### config.mk
export PLATFORM = sky130hd
export DESIGN_NAME = pipelined_addsub_flat
export DESIGN_NICKNAME = d
export VERILOG_FILES = /design/src/rtl/addsub_pkg.sv /design/src/rtl/pipelined_addsub_if.sv /design/src/rtl/addsub_chunk.sv /design/src/rtl/pipelined_addsub.sv /design/src/flat_wrapper.sv
export SDC_FILE = /design/constraint.sdc
export NUM_CORES = 1
export LEC_CHECK = 0
export CORE_AREA = 2 2 90 179
export CTS_CLUSTER_DIAMETER = 200
export DETAILED_ROUTE_END_ITERATION = 10
export DIE_AREA = 0 0 92 181
export PLACE_DENSITY = 0.79
export SYNTH_ARGS = -nofsm -noshare
export SYNTH_HDL_FRONTEND = slang
export SYNTH_SLANG_ARGS = --single-unit
### constraint.sdc
create_clock -name clk -period 8.8 [get_ports clk]
set_clock_uncertainty 0.1 [all_clocks]
set_input_delay 1.32 -clock clk [delete_from_list [all_inputs] [get_ports clk]]
set_output_delay 1.32 -clock clk [all_outputs]
set_load 0.005 [all_outputs]
### src/rtl/addsub_pkg.sv
// Shared types for the pipelined adder/subtractor: op encoding and the result flag bundle.
package addsub_pkg;

  typedef enum logic {
    OP_ADD = 1'b0,
    OP_SUB = 1'b1
  } op_e;

  typedef struct packed {
    logic c_out;
    logic overflow;
    logic zero;
  } flags_t;

endpackage : addsub_pkg

### src/rtl/pipelined_addsub_if.sv
// Operand/result handshake bundle for pipelined_addsub: valid/ready in, valid/ready out.
interface pipelined_addsub_if #(
  parameter int WIDTH = 32
) ();
  import addsub_pkg::*;

  logic             in_valid;
  logic             in_ready;
  op_e              op;
  logic [WIDTH-1:0] a;
  logic [WIDTH-1:0] b;
  logic             out_valid;
  logic             out_ready;
  logic [WIDTH-1:0] s;
  logic             c_out;
  logic             overflow;
  logic             zero;

  // Producer/consumer side (testbench or upstream logic).
  modport master (
    output in_valid, op, a, b, out_ready,
    input  in_ready, out_valid, s, c_out, overflow, zero
  );

  modport slave (
    input  in_valid, op, a, b, out_ready,
    output in_ready, out_valid, s, c_out, overflow, zero
  );

endinterface : pipelined_addsub_if

### src/rtl/addsub_chunk.sv
// One pipeline stage's ripple adder over a CW-bit slice; also exposes the carry into the slice MSB.
module addsub_chunk #(
  parameter int CW = 8
) (
  input  logic [CW-1:0] i_a,
  input  logic [CW-1:0] i_b,
  input  logic          i_cin,
  output logic [CW-1:0] o_sum,
  output logic          o_cout,
  output logic          o_cmsb
);

  logic [CW:0] w_carry;

  always_comb begin
    // NOTE: every output gets a default before the loop so no path can infer a latch.
    w_carry    = '0;
    o_sum      = '0;
    w_carry[0] = i_cin;
    // NOTE: blocking assignments are intended here; each bit must see the carry just computed below it.
    for (int i = 0; i < CW; i++) begin
      o_sum[i]       = i_a[i] ^ i_b[i] ^ w_carry[i];
      w_carry[i + 1] = (i_a[i] & i_b[i]) | (w_carry[i] & (i_a[i] ^ i_b[i]));
    end
  end

  assign o_cout = w_carry[CW];
  assign o_cmsb = w_carry[CW-1];

endmodule : addsub_chunk

### src/rtl/pipelined_addsub.sv
// STAGES-deep pipelined add/subtract with carry chain split into equal chunks and skewed operands.
// Optional macro ADDSUB_SATURATE_EN clamps s to the signed range on overflow.
module pipelined_addsub
  import addsub_pkg::*;
#(
  parameter int WIDTH  = 32,
  parameter int STAGES = 4
) (
  input logic               clk,
  input logic               rst_n,
  pipelined_addsub_if.slave bus
);

  localparam int CW   = WIDTH / STAGES;
  localparam int LAST = STAGES - 1;

  if (WIDTH < 4 || (WIDTH % STAGES) != 0) begin : g_bad_cfg
    $error("pipelined_addsub: WIDTH must be >= 4 and divisible by STAGES");
  end

  logic             w_stall;
  logic             w_advance;
  logic [STAGES-1:0] w_valid_in;
  logic [STAGES-1:0] w_cin;
  logic [STAGES-1:0] w_cout;
  logic              w_cmsb     [STAGES];
  logic [WIDTH-1:0]  w_a_in     [STAGES];
  logic [WIDTH-1:0]  w_b_in     [STAGES];
  logic [WIDTH-1:0]  w_sum_in   [STAGES];
  logic [WIDTH-1:0]  w_sum_next [STAGES];
  logic [CW-1:0]     w_sum_chunk[STAGES];

  // Stage k holds: sum bits of chunks 0..k, operands (b already inverted for
  // subtract) still waiting for higher stages, and the carry out of chunk k.
  logic [STAGES-1:0] r_valid;
  logic [STAGES-1:0] r_carry;
  logic              r_cmsb;
  logic [WIDTH-1:0]  r_a  [STAGES];
  logic [WIDTH-1:0]  r_b  [STAGES];
  logic [WIDTH-1:0]  r_sum[STAGES];

  logic [WIDTH-1:0] w_raw;
  logic [WIDTH-1:0] w_s;
  flags_t           w_flags;

  // The whole pipe moves as one; bubbles travel with it and are never squeezed out.
  assign w_stall   = r_valid[LAST] && !bus.out_ready;
  assign w_advance = !w_stall;

  always_comb begin
    w_valid_in[0] = bus.in_valid;
    w_a_in[0]     = bus.a;
    w_b_in[0]     = (bus.op == OP_SUB) ? ~bus.b : bus.b;
    w_cin[0]      = (bus.op == OP_SUB);
    w_sum_in[0]   = '0;
    for (int k = 1; k < STAGES; k++) begin
      w_valid_in[k] = r_valid[k-1];
      w_a_in[k]     = r_a[k-1];
      w_b_in[k]     = r_b[k-1];
      w_cin[k]      = r_carry[k-1];
      w_sum_in[k]   = r_sum[k-1];
    end
  end

  for (genvar k = 0; k < STAGES; k++) begin : g_chunk
    addsub_chunk #(
      .CW (CW)
    ) u_chunk (
      .i_a    (w_a_in[k][k*CW +: CW]),
      .i_b    (w_b_in[k][k*CW +: CW]),
      .i_cin  (w_cin[k]),
      .o_sum  (w_sum_chunk[k]),
      .o_cout (w_cout[k]),
      .o_cmsb (w_cmsb[k])
    );
  end

  always_comb begin
    for (int k = 0; k < STAGES; k++) begin
      w_sum_next[k]              = w_sum_in[k];
      w_sum_next[k][k*CW +: CW]  = w_sum_chunk[k];
    end
  end

  // NOTE: the stage arrays are plain flops, not RAM, so resetting them is cheap and keeps reset-state outputs at zero.
  always_ff @(posedge clk or negedge rst_n) begin
    if (!rst_n) begin
      r_valid <= '0;
      r_carry <= '0;
      r_cmsb  <= 1'b0;
      for (int k = 0; k < STAGES; k++) begin
        r_a[k]   <= '0;
        r_b[k]   <= '0;
        r_sum[k] <= '0;
      end
    end else if (w_advance) begin
      r_valid <= w_valid_in;
      r_carry <= w_cout;
      r_cmsb  <= w_cmsb[LAST];
      for (int k = 0; k < STAGES; k++) begin
        r_a[k]   <= w_a_in[k];
        r_b[k]   <= w_b_in[k];
        r_sum[k] <= w_sum_next[k];
      end
    end
  end

  assign w_raw = r_sum[LAST];

  // Flags come straight off the last stage's registers, so they hold with the pipe.
  always_comb begin
    w_s              = w_raw;
    w_flags.c_out    = r_carry[LAST];
    w_flags.overflow = r_cmsb ^ r_carry[LAST];
`ifdef ADDSUB_SATURATE_EN
    // A wrapped result with MSB set means the true value overflowed upward.
    if (w_flags.overflow) begin
      w_s = w_raw[WIDTH-1] ? {1'b0, {(WIDTH-1){1'b1}}} : {1'b1, {(WIDTH-1){1'b0}}};
    end
`else
    w_s = w_raw;
`endif
    w_flags.zero = r_valid[LAST] && (w_s == '0);
  end

  assign bus.in_ready  = w_advance;
  assign bus.out_valid = r_valid[LAST];
  assign bus.s         = w_s;
  assign bus.c_out     = w_flags.c_out;
  assign bus.overflow  = w_flags.overflow;
  assign bus.zero      = w_flags.zero;

endmodule : pipelined_addsub

### src/flat_wrapper.sv
// flat-port wrapper written by rule: the top's interface ports become plain ports
module pipelined_addsub_flat import addsub_pkg::*;
#(
  parameter int WIDTH  = 32,
  parameter int STAGES = 4
)
  (clk, rst_n, bus_in_valid, bus_op, bus_a, bus_b, bus_out_ready, bus_in_ready, bus_out_valid, bus_s, bus_c_out, bus_overflow, bus_zero);
  pipelined_addsub_if #(.WIDTH(WIDTH)) bus_i ();
  input logic clk;
  input logic rst_n;
  input wire logic [$bits(bus_i.in_valid)-1:0] bus_in_valid;
  input wire logic [$bits(bus_i.op)-1:0] bus_op;
  input wire logic [$bits(bus_i.a)-1:0] bus_a;
  input wire logic [$bits(bus_i.b)-1:0] bus_b;
  input wire logic [$bits(bus_i.out_ready)-1:0] bus_out_ready;
  output wire logic [$bits(bus_i.in_ready)-1:0] bus_in_ready;
  output wire logic [$bits(bus_i.out_valid)-1:0] bus_out_valid;
  output wire logic [$bits(bus_i.s)-1:0] bus_s;
  output wire logic [$bits(bus_i.c_out)-1:0] bus_c_out;
  output wire logic [$bits(bus_i.overflow)-1:0] bus_overflow;
  output wire logic [$bits(bus_i.zero)-1:0] bus_zero;
  assign bus_i.in_valid = bus_in_valid;
  assign bus_i.op = bus_op;
  assign bus_i.a = bus_a;
  assign bus_i.b = bus_b;
  assign bus_i.out_ready = bus_out_ready;
  assign bus_in_ready = bus_i.in_ready;
  assign bus_out_valid = bus_i.out_valid;
  assign bus_s = bus_i.s;
  assign bus_c_out = bus_i.c_out;
  assign bus_overflow = bus_i.overflow;
  assign bus_zero = bus_i.zero;
  pipelined_addsub #(.WIDTH(WIDTH), .STAGES(STAGES)) u_core (.clk(clk), .rst_n(rst_n), .bus(bus_i));
endmodule
==> results.cfg, run 1 <==
[placed_design]
portBuffers = 105
place_congestion = 0.809
hpwl_um = 10200

[worst_setup_path]
worst_setup_path_start_kind = input pin
r2r_end = u_core.r_sum[55]
r2r-start = u_core.r_a[80]
cp-startpoint = bus_op
crit_type = in -> reg
worstPathArrival_ps = 5250
crit_end = u_core.r_sum[103]
rr_worst_depth = 12
rrSetupSlack_ps = 4490
worstPathRequired_ps = 9010
cp_max_fo = 32
worstSetupEndpointType = flip-flop

[layout]
drive_above_1_share = 0.261
fillers = 1155
area_growth_pct = 17.7
nets = 754
diodes = 0

[global_route]
gr-total-overflow = 0
grt_first_pass_wirelength_um = 24600
antenna_found_initial = 0
grt_max_degree = 112
grtUsageTotal = 0.193
grt_pass1_vias = 4853

[logic_synthesis]
yosys_warnings = 0
avgSynthCellArea_um2 = 14.1
ys_types = 21
synth_nets = 688
syn_area_um2 = 8320
syn-instance-count = 588
synth_seq_cells = 185
seq_area_frac_synth = 0.557

[pwr]
vdd_drop_max_mv = 0.200
power_density_nw_per_um2 = 356
power.leakage_uw = 0.00424

[die]
dieArea_um2 = 16700
fp-row-count = 64
die_width_um = 92
ios = 106
start_util = 0.547
core-area_um2 = 15200
fp.dieH_um = 181

[run_status]
status = finished, final reports clean

[timing]
slew_viol_final = 0
setup_viol = 0
grt_setup_unrepaired = false
hold_ws_ps = 370
period_minus_slack_ps = 5040
slew_headroom = 0.332
setup-tns-final_ps = 0
hold_viol = 0
tightest_slew_ps = 1000
fin_crit_sh = 0.573
fmax_mhz = 198

[routing]
num_vias = 4368
routedWlPerCell_um = 17.0
drt_iter0_drc = 249
ant_nets = 0
routed_wl_um = 14700
drc = 0
firstDrtPassIters = 4
via_per_inst = 5.05

[clocking]
root_buffer = clkbuf_16
cts_tree = yes
cts_max_level = 4
clk_latency_ps = 430
cts_resized = 0
cts_sinks = 185
cts_setup_buffers = 0
numCtsBuffers = 17
hold_buffers = 0
cts_buffer_depth = 2
clkTransAtPathRegs_ps = 70

[flow_run]
maxCapViolations = 0

[hold_path]
hold_path_class = reg -> reg
## sequential cells by signal, indices dropped and copies added (netlist names)
register	flops
u_core.bus.s	32
u_core.r_b	48
u_core.r_carry	4
u_core.r_sum	48
u_core.r_a	48
u_core.r_cmsb	1
u_core.r_valid	4
## placed cells by master, fill, tap and decap left out
cell type          n
nor4b_1            1
nand2_1           12
inv_8              4
nor4_1             6
nand2b_4           1
inv_1             29
inv_6              1
clkdlybuf4s50_1  103
xnor2_1           28
clkinv_4           2
clkbuf_16         17
nand4_1            2
a21oi_1           37
buf_2              1
buf_4              4
mux2_4            47
clkbuf_1           1
mux2_2            89
nand2b_1           1
nor3_1             1
nor2_1            38
clkbuf_8           2
bufinv_16          1
o21ai_0           12
xor2_1             5
dfrtp_1          185
fa_1              31
clkinvlp_4         5
or3_1              1
## final cells by class
type | instances | area, um2 | area share
clock inverters | 13 | 139 | 0.0142
clock buffers | 19 | 443 | 0.0453
multi-input cells | 312 | 3140 | 0.321
well taps | 198 | 248 | 0.0253
repair buffers | 109 | 1080 | 0.110
flip-flops and latches | 185 | 4630 | 0.473
inverters | 29 | 109 | 0.0111
## cell usage after synthesis
cell,count,area [um2]
dfrtp_1,185,4630
mux2_2,89,1000
mux2_4,47,706
nor2_1,38,143
a21oi_1,37,185
buf_4,32,240
fa_1,31,621
inv_1,29,109
xnor2_1,28,245
buf_2,20,100
nand2_1,12,45.0
o21ai_0,12,60.1
buf_6,9,101
nor4_1,6,37.5
xor2_1,5,43.8
nand2b_1,2,12.5
nand4_1,2,12.5
clkbuf_1,1,3.75
nor3_1,1,5.00
nor4b_1,1,8.76
or3_1,1,6.26
## through the flow
| step | worst slack (ps) | cell area [um2] | power (uW) | cells | utilization |
|---|---|---|---|---|---|
| after floorplan | 3880 | 8320 | 2390 | 588 | - |
| after global placement | 3370 | 9210 | 2680 | 833 | 0.605 |
| after detailed placement | 3310 | 9210 | 2770 | 833 | 0.605 |
| after CTS | 3770 | 9790 | 3540 | 865 | 0.643 |
| after global routing | 3640 | 9790 | 3720 | 865 | 0.643 |
| final | 3760 | 9790 | 3480 | 865 | 0.643 |
## how the worst min path moves through the flow
stage	startpoint	to	slack [ps]	depth (start not counted)
3_3_place_gp	u_core.r_valid[2]	u_core.r_valid[3]	350	1
2_1_floorplan	u_core.r_valid[2]	u_core.r_valid[3]	330	1
5_1_grt	u_core.r_valid[2]	u_core.r_valid[3]	410	1
6_report	u_core.r_valid[2]	u_core.r_valid[3]	370	1
3_5_place_dp	u_core.r_valid[2]	u_core.r_valid[3]	360	1
4_1_cts	u_core.r_valid[2]	u_core.r_valid[3]	370	1
## cell families (layout without fill, tap and decap cells)
| group | after synthesis | in the layout | synth area share |
|---|---|---|---|
| xor gates and xnor gates | 33 | 33 | 0.0348 |
| muxes | 136 | 136 | 0.205 |
| adders and majority gates | 31 | 31 | 0.0746 |
| AOI/OAI and AO/OA | 49 | 49 | 0.0295 |
| DFF | 185 | 185 | 0.557 |
| buffers and inverters | 91 | 170 | 0.0666 |
| and+or+nand+nor | 63 | 63 | 0.0325 |
## per-layer routing
metal | up-vias | part of all wire | track usage
li1 | 2050 | - | -
met4 | 0 | 0.026 | 0.0752
met5 | - | 0 | 0
met2 | 78 | 0.56 | 0.344
met1 | 2217 | 0.39 | 0.226
met3 | 23 | 0.028 | 0.0375
## power breakdown
part           internal (uW)  switching (uW)
logic                    764             480
registers               1240             257
clock network            407             339
total                   2410            1080
## worst max-delay path, cell delays in order
cell    delay (ps)
buf_2          710
mux2_2         310
fa_1           170
inv_1           50
fa_1           370
fa_1           390
fa_1           390
fa_1           410
fa_1           370
inv_1           70
fa_1           410
mux2_4         260
(Power assumes the default switching activity.)
==> run 2: changes to the inputs <==
==> constraint.sdc (replaced) <==
create_clock -name clk -period 4.68 [get_ports clk]
set_clock_uncertainty 0.1 [all_clocks]
set_input_delay 0.702 -clock clk [delete_from_list [all_inputs] [get_ports clk]]
set_output_delay 0.702 -clock clk [all_outputs]
set_load 0.005 [all_outputs]
==> run 2 against run 1 <==
Compared with the run above:
- core utilization is 0.20 points lower
- worst hold slack got worse by 150 ps
- wire length fell by 3.4%
- clock power rose by 73%
- final cell count down 0.23%
- design area down 0.31%
- first-iteration DRC count fell by 18%
- non-clock buffer count stayed put
- critical path type is now reg -> reg
- critical endpoint is now u_core.r_sum[55]
- largest power group unchanged
==> results.cfg, run 2 (synthesized netlist as in run 1, its figures left out) <==
[worst_setup_path]
cp_max_fo = 2
cp_top_family = adder cells
cp_common_cell = fa_1
worstPathArrival_ps = 4500
r2r-start = u_core.r_a[80]
rrSetupSlack_ps = 430
r2r_end = u_core.r_sum[55]
rr_worst_depth = 12
path_buf_inv = 3
cp_cell_sequence = fa_1 -> inv_1 -> fa_1 -> inv_1 -> fa_1 -> fa_1 -> fa_1 -> fa_1 -> fa_1 -> inv_1 -> fa_1 -> a21oi_1
worstPathRequired_ps = 4920
cp_slowest_cell = fa_1
crit_type = reg -> reg
cpPeakStageDelay_ps = 480
worstSetupEndpointType = flip-flop
worst_setup_path_start_kind = flip-flop

[timing]
setup_viol = 0
fin_crit_sh = 0.909
hold_viol = 0
grt_setup_unrepaired = false
slew_viol_final = 0
period_minus_slack_ps = 4250
setup-tns-final_ps = 0
fmax_mhz = 235
slew_headroom = 0.444
tightest_slew_ps = 833

[global_route]
grtUsageTotal = 0.186
gr-total-overflow = 0
grt_max_degree = 146
grt_pass1_vias = 4823
grt_first_pass_wirelength_um = 23800
antenna_found_initial = 0

[placed_design]
dpl-instance-area_um2 = 9230
portBuffers = 105
place_congestion = 0.758
hpwl_um = 9790

[clocking]
root_buffer = clkbuf_16
clkTransAtPathRegs_ps = 70
cts_tree = yes
cts_setup_buffers = 0
cts_buffer_depth = 2
cts_sinks = 185
cts_resized = 0
clk_latency_ps = 420
hold_buffers = 0
numCtsBuffers = 17
cts_max_level = 4

[layout]
diodes = 0
final_common_cell = dfrtp_1
final_cell_mix = dfrtp_1 (185), clkdlybuf4s50_1 (103), mux2_2 (89)
nets = 754
top_regs = u_core.r_a (48), u_core.r_b (48), u_core.r_sum (48)
area_growth_pct = 17.3
fin_area_um2 = 9760
drive_above_1_share = 0.259

[pwr]
switching_share = 0.308
switchingPower_uw = 1980
combPwrFrac = 0.361
internal_power_uw = 4440
vdd_drop_max_mv = 0.592
pwr-share-seq = 0.439
p_clk_frac = 0.201
power_density_nw_per_um2 = 658
power.leakage_uw = 0.00423

[die]
dieArea_um2 = 16700
ios = 106
core-area_um2 = 15200
start_util = 0.547
die_width_um = 92
fp.dieH_um = 181
fp-row-count = 64

[routing]
firstDrtPassIters = 4
routed_wl_um = 14200
drt_iter0_drc = 204
via_per_inst = 5.10
drc = 0
ant_nets = 0
num_vias = 4404
routedWlPerCell_um = 16.4

[flow_run]
maxCapViolations = 0

[run_status]
status = finished, final reports clean

[hold_path]
hold_path_class = in -> async
[run 2: changes by cell type in the layout (fill, tap and decap cells not counted)]
cell | previous run | this run
clkinv_2 | 0 | 1
clkinvlp_4 | 5 | 3
clkinv_4 | 2 | 5
inv_8 | 4 | 0
clkbuf_8 | 2 | 1
buf_4 | 4 | 2
buf_12 | 0 | 2
bufinv_16 | 1 | 0
inv_6 | 1 | 3
[run 2: power groups by stage]
stage	Combinational [uW]	Sequential [uW]	Clock, uW
final	2320	2810	1290
after global routing	2580	2920	1390
after CTS	2370	2830	1320
after detailed placement	2340	2840	0
after global placement	2230	2800	0
after floorplan	1840	2660	0
[run 2: layout make-up]
cell class | count | area [um2]
Multi-Input combinational cell | 312 | 3140
Clock buffer | 18 | 429
Tap cell | 198 | 248
Timing Repair Buffer | 109 | 1100
Fill cell | 1166 | 5460
Clock inverter | 12 | 97.6
Sequential cell | 185 | 4630
Inverter | 29 | 109
[run 2: layer usage]
metal | part of all wire | vias up | GRT usage
li1 | - | 2042 | -
met1 | 0.39 | 2251 | 0.216
met2 | 0.56 | 88 | 0.330
met3 | 0.026 | 23 | 0.0363
met4 | 0.026 | 0 | 0.0812
met5 | 0 | - | 0
[run 2: worst max path at each step]
stage | start | end | depth (start not counted)
2_1_floorplan | bus_op | u_core.r_sum[103] | 13
5_1_grt | u_core.r_a[80] | u_core.r_sum[55] | 12
4_1_cts | u_core.r_a[80] | u_core.r_sum[55] | 12
6_report | u_core.r_a[80] | u_core.r_sum[55] | 12
3_3_place_gp | bus_b[1] | u_core.r_sum[103] | 12
3_5_place_dp | bus_b[1] | u_core.r_sum[103] | 12
[run 2: worst reg2reg max path, stage by stage (launching register included)]
cell and delay, ps:
dfrtp_1 410, fa_1 440, inv_1 100, fa_1 180, inv_1 60, fa_1 450, fa_1 480, fa_1 470
fa_1 470, fa_1 430, inv_1 90, fa_1 390, a21oi_1 130
[run 2: per-stage QoR]
step                      total power [uW]  worst slack, ps  instances   util  hold slack, ps
after floorplan                       4500              376        588      -             306
after global placement                5040              206        833  0.607             345
after detailed placement              5190              131        833  0.607             351
after CTS                             6510              373        863  0.641             231
after global routing                  6880              205        863  0.641             258
final                                 6420              425        863  0.641             216
==> run 3: changes to the inputs <==
--- a/config.mk
+++ b/config.mk
@@ -10,6 +10,7 @@
 export DETAILED_ROUTE_END_ITERATION = 10
 export DIE_AREA = 0 0 92 181
 export PLACE_DENSITY = 0.79
+export SETUP_SLACK_MARGIN = 0.15
 export SYNTH_ARGS = -nofsm -noshare
 export SYNTH_HDL_FRONTEND = slang
 export SYNTH_SLANG_ARGS = --single-unit
==> results of run 3 <==
Same layout as run 2: the final DEF is identical, and so are final timing and power.
